--- config.mk ---
export PLATFORM = sky130hd
export DESIGN_NAME = serial_slice_adder
export DESIGN_NICKNAME = d
export VERILOG_FILES = /design/src/rtl/serial_slice_adder.sv
export SDC_FILE = /design/constraint.sdc
export NUM_CORES = 1
export LEC_CHECK = 0
export CAP_MARGIN = 20
export CORE_MARGIN = 2
export CORE_UTILIZATION = 43
export DETAILED_ROUTE_END_ITERATION = 8
export PLACE_DENSITY = 0.68
export SYNTH_ARGS = -nofsm -noshare
export SYNTH_HDL_FRONTEND = slang
export SYNTH_SLANG_ARGS = --single-unit
--- constraint.sdc ---
create_clock -name clk -period 4.12 [get_ports clk]
set_input_delay 1.03 -clock clk [delete_from_list [all_inputs] [get_ports clk]]
set_output_delay 1.03 -clock clk [all_outputs]
set_load 0.005 [all_outputs]
--- src/rtl/serial_slice_adder.sv ---
// Multi-cycle adder/subtractor that processes one S-bit slice per clock, LSB slice first.
// Subtraction is done as A + ~B + 1, so cout reads as "no borrow" in sub mode.
//
// state | meaning
// IDLE  | waiting for start; result registers hold the last result
// RUN   | adding slice idx_q of the captured operands each edge
// FIN   | done pulse; a new start here re-enters RUN directly
module serial_slice_adder #(
  parameter int N = 8,
  parameter int S = 2
) (
  input  logic         clk,
  input  logic         rst_n,
  input  logic         start,
  input  logic [N-1:0] a,
  input  logic [N-1:0] b,
  input  logic         cin,
  input  logic         sub,
  output logic         busy,
  output logic         done,
  output logic [N-1:0] sum,
  output logic         cout,
  output logic         ovf
);

  localparam int K  = N / S;
  localparam int IW = (K > 1) ? $clog2(K) : 1;

  typedef enum logic [1:0] {IDLE, RUN, FIN} state_t;

  state_t         state_q, state_d;
  logic [IW-1:0]  idx_q, idx_d;
  logic [N-1:0]   a_q, a_d;
  logic [N-1:0]   b_q, b_d;
  logic           carry_q, carry_d;
  logic [N-1:0]   sum_q, sum_d;
  logic           cout_q, cout_d;
  logic           ovf_q, ovf_d;
  logic           busy_q, busy_d;
  logic           done_q, done_d;

  int             base;
  logic [S-1:0]   slice_a, slice_b;
  logic [S:0]     slice_sum;
  logic           msb_cin;
  logic           last_slice;

  assign base       = int'(idx_q) * S;
  assign slice_a    = a_q[base +: S];
  assign slice_b    = b_q[base +: S];
  assign slice_sum  = {1'b0, slice_a} + {1'b0, slice_b} + {{S{1'b0}}, carry_q};
  // Carry into the slice MSB recovered from its sum bit; on the last slice this is carry into bit N-1.
  assign msb_cin    = slice_sum[S-1] ^ slice_a[S-1] ^ slice_b[S-1];
  assign last_slice = (idx_q == IW'(K - 1));

  always_comb begin
    state_d = state_q;
    idx_d   = idx_q;
    a_d     = a_q;
    b_d     = b_q;
    carry_d = carry_q;
    sum_d   = sum_q;
    cout_d  = cout_q;
    ovf_d   = ovf_q;
    case (state_q)
      IDLE, FIN: begin
        state_d = IDLE;
        if (start) begin
          a_d     = a;
          b_d     = sub ? ~b : b;
          carry_d = sub ? 1'b1 : cin;
          idx_d   = '0;
          state_d = RUN;
        end
      end
      RUN: begin
        sum_d[base +: S] = slice_sum[S-1:0];
        carry_d          = slice_sum[S];
        if (last_slice) begin
          cout_d  = slice_sum[S];
          ovf_d   = msb_cin ^ slice_sum[S];
          idx_d   = '0;
          state_d = FIN;
        end else begin
          idx_d = idx_q + IW'(1);
        end
      end
      default: state_d = IDLE;
    endcase
    busy_d = (state_d == RUN);
    done_d = (state_d == FIN);
  end

  always_ff @(posedge clk or negedge rst_n) begin
    if (!rst_n) begin
      state_q <= IDLE;
      idx_q   <= '0;
      a_q     <= '0;
      b_q     <= '0;
      carry_q <= 1'b0;
      sum_q   <= '0;
      cout_q  <= 1'b0;
      ovf_q   <= 1'b0;
      busy_q  <= 1'b0;
      done_q  <= 1'b0;
    end else begin
      state_q <= state_d;
      idx_q   <= idx_d;
      a_q     <= a_d;
      b_q     <= b_d;
      carry_q <= carry_d;
      sum_q   <= sum_d;
      cout_q  <= cout_d;
      ovf_q   <= ovf_d;
      busy_q  <= busy_d;
      done_q  <= done_d;
    end
  end

  assign busy = busy_q;
  assign done = done_q;
  assign sum  = sum_q;
  assign cout = cout_q;
  assign ovf  = ovf_q;

endmodule

# Yosys cells after proc, flatten, opt, wreduce, memory -nomap -nowiden
# Cells that the tools add are included.
# word_totals
reg_bits	33
in_bits	21
out_inout_bits	12
wordCells	45
# classes
addsub	4
n_eq_ne	6
shifts	4
mux	11
n_bitwise	4
n_reduce_logical	6
# op_table
op	count
$neg A3 Y33	1
$shift A2 B33 Y8 const A	1
$shiftx A2 B33 Y8	1
$shiftx A8 B4 Y2	2
$bwmux W8	1
$mux W8	1
$not A8 Y8	1
$pmux W2 S2	2
$eq A2 B2 Y1 const B	3
$mux W2	3
$reduce_and A2 Y1	3
$eq A2 B1 Y1 const B	2
$add A2 B2 Y3	1
$add A3 B1 Y3	1
$mux W1	3
$xor A1 B1 Y1	3
$add A2 B1 Y2 const B	1
$logic_not A2 Y1	1
$ne A2 B2 Y1 const B	1
$pmux W1 S2	1
$reduce_bool A2 Y1	1
$reduce_or A2 Y1	1

# Logic depth before layout (Yosys ltp)
# logic_depth
ltp_word	6
ltp_mapped	7
ltp_nobuf	6

# Worst setup path before layout
# OpenSTA, ideal clock, no wires.
# synth_timing
kind	register -> register
start	register idx_q[0]
end	register ovf_q, in the netlist ovf
setup_ns	0.077
t_arrival_ns	2.569
t_required_ns	4.043
setup_slack_ns	1.475
path_stages_with_launch	8
path_buffers	1
synth_period_minus_slack_ns	2.645
cell_sequence	dfrtp_1 buf_6 mux4_1 fa_1 fa_1 xor2_1 xnor3_1 o21ai_1
# synth_between
elab_chain_cells	6
word_cells_on_any_way	9
cone_classes	add/sub (2); eq/ne (1); shift (2); bitwise (3); reduce/logical (1)
# synth_lines
element	line_no	source
start, declared	32	logic [IW-1:0] idx_q, idx_d;
start signal, assigned	108	idx_q <= idx_d;
$shiftx A8 B4 Y2 (on tied branches)	49, 50	
$add A2 B2 Y3	51	assign slice_sum = {1'b0, slice_a} + {1'b0, slice_b} + {{S{1'b0}}, carry_q};
$add A3 B1 Y3	51	
$xor A1 B1 Y1 (2 in series)	53	assign msb_cin = slice_sum[S-1] ^ slice_a[S-1] ^ slice_b[S-1];
$xor A1 B1 Y1	81	ovf_d = msb_cin ^ slice_sum[S];
end signal, assigned	114	ovf_q <= ovf_d;
end, declared	38	logic ovf_q, ovf_d;
# Several ways; a longest one is shown, not always the timed one.
# A chain may end at the register's enable or synchronous reset.

# Worst setup path in the final report
# Same ends and word-level chain as after synthesis.

==> flow_summary.ini <==
[clock_tree]
postCtsHoldBufs = 0
clkLatencyLatePin_ns = 0.28
cts_root_buffer = clkbuf_8
cts.sinks = 33
clkTransAtPathRegs_ns = 0.06
htree_levels = 2
post-cts-setup-buffers = 0
clock_path_buffers = 2
cts_tree = done
cts_made_buffers = 5
cts_resized = 0

[status]
outcome = complete, no violations

[global_route]
grt_max_degree = 34
overflow = 0
grt_pass1_vias = 1138
grt_pass1_wl_um = 5000
antenna_found_initial = 0
use_met2 = 0.278
use_met1 = 0.176
grt-busiest-layer = met2
grtUsageMet3 = 0.0417
grt_use_total = 0.160

[yosys]
ys_top_cells_by_count = dfrtp_1 (33), nand2_1 (12), o21ai_0 (12)
yosysTopAreaCellShare = 0.521
synth-seq-area-share = 0.521
synth.most_common_cell = dfrtp_1
synth-seq-cells = 33
yosysWarnings = 0
synth_top_cell_by_area = dfrtp_1
netlist_top_cells_area = dfrtp_1 (52%), mux2_2 (6.4%), ha_1 (4.7%), xnor2_1 (4.4%), o21ai_0 (3.8%)
async_flop_share = 1.00
post_synth.cell_area_avg_um2 = 12.7
syn_area_um2 = 1590
ys_types = 28
netlist_instances = 125
synth_flop_cell = dfrtp_1
synth_edf_count = 0
synth_nets = 154

[worst_setup_path]
r2r_cells = 6
worstPathArrival_ns = 3.17
critical_path_class = flop to flop
r2r-start = idx_q[0]
r2r-end = ovf
start_kind = flop
required_ns = 4.33
crit_path_max_fanout = 13
worstSetupEndpointType = flop
r2r_setup_slack_ns = 1.16

[layout]
num-nets-final = 189
drive_gt1_frac = 0.106
nFillCells = 318
layoutNonFillerInstCount = 209
area_growth_pct = 27.8
antennaDiodeCount = 0

[sta]
fin_worst_hold_slack_ns = 0.477
period_share = 0.719
fin_skew_ns = 0.00510
rsz0062_at_grt = false
timing.fmax_ghz = 0.338
hold_violations = 0
worst_pin_slew_ns = 0.984
layout_min_cycle_time_ns = 2.96
max-slew-margin-rel = 0.344
setup_tns_ns = 0
setup_violations = 0
final_max_slew_viol_count = 0

[route]
ant_nets = 0
vias = 1064
wirelength_um = 2800
drt_iter0_markers = 41
drt_pass1_iterations = 5
drc = 0
vias_per_cell = 5.09
wire_per_inst_um = 13.4

[placed_design]
portBuffers = 32
dp_hpwl_um = 2060
dp.cells = 201
routabilityCongestion = 0.766

[worst_hold_path]
min_from = sum[3]
hold_end = sum[3]
holdPathStages = 2
min_path_type = flop to flop

[power_and_ir_drop]
p_comb_frac = 0.497
p_leak_nw = 0.871
pwr-share-clk = 0.142
p_int_mw = 1.03
worst_ir_drop_vdd_mv = 0.301
power_density_nw_per_um2 = 788
swShare = 0.357
power_frac_seq = 0.361
p_sw_mw = 0.571

[die]
io_pins = 33
core_region_area_um2 = 3610
die_h_um = 64.7
rows = 22
fp.dieW_um = 64.7
dieArea_um2 = 4190
start_util = 0.440

[run]
maxCapViolCount = 0
==> layout by cell type (no fill, tap or decap), drive strengths merged <==
cell type and n:
a221o 1, a22o 5, and2 1, buf 1, clkbuf 8, clkdlybuf4s50 32
dfrtp 33, fa 2, ha 6, inv 4, mux2 9, mux4 4
nand2 12, nand2b 2, nand3 3, nand3b 4, nand4 2, nor2 2
nor2b 2, nor4b 2, o21ai 13, o2bb2ai 2, o31ai 1, xnor2 8
xnor3 1, xor2 1
==> stage by stage <==
stage	utilization	setup WS (ns)	total power [mW]	instance area [um2]
final	0.562	1.16	1.60	2030
after global routing	0.562	1.00	1.73	2030
after CTS	0.562	1.14	1.61	2030
after detailed placement	0.540	1.16	1.38	1950
after global placement	0.540	1.24	1.35	1950
after floorplan	-	1.47	1.14	1590
==> worst max-delay path by stage <==
| stage | from | endpoint | slack, ns | cells after the start |
|---|---|---|---|---|
| global route | idx_q[0] | ovf | 1.00 | 6 |
| floorplan | idx_q[0] | ovf | 1.47 | 7 |
| detailed placement | idx_q[0] | ovf | 1.16 | 6 |
| global placement | idx_q[0] | ovf | 1.24 | 6 |
| CTS | idx_q[0] | ovf | 1.14 | 6 |
| finish | idx_q[0] | ovf | 1.16 | 6 |
==> critical path, stage by stage (launching register included) <==
cell and delay [ns]:
dfrtp_1 0.66, mux4_1 0.65, fa_1 0.44, fa_1 0.62, xor2_1 0.18, xnor3_1 0.23, o21ai_1 0.12
==> metal layers <==
layer	vias up	share of wire
met3	10	0.049
met2	33	0.52
met1	509	0.40
met5	-	0
met4	0	0.028
li1	512	-
==> cell families after synthesis <==
group,count (synthesis),synth area share
AOI/OAI and AO/OA,22,0.0907
xor gates and xnor gates,10,0.0639
adders and majority gates,8,0.0726
buffers and inverters,9,0.0268
DFF,33,0.521
muxes,13,0.125
and+or+nand+nor,30,0.100
==> flip-flops by register name, indices dropped and copies added, names as in the netlist <==
name and cells:
a_q 8, b_q 8, idx_q 2, carry_q 1
sum 8, state_q 2, done 1, cout 1
busy 1, ovf 1
==> power groups by stage <==
stage               combinational, mW  sequential, mW  clock (mW)
floorplan                       0.594           0.545           0
global placement                0.768           0.579           0
detailed placement              0.798           0.585           0
CTS                             0.799           0.579       0.234
global route                    0.878           0.601       0.255
finish                          0.795           0.576       0.227
==> layout make-up <==
class,instances,area [um2],share of cell area
inverter,4,15.0,0.00741
multi-input combinational,83,718,0.354
timing repair buffer,33,328,0.162
tap,48,60.1,0.0296
sequential,33,826,0.407
clock buffer,8,80.1,0.0395
Power figures use the tool's default switching activity.
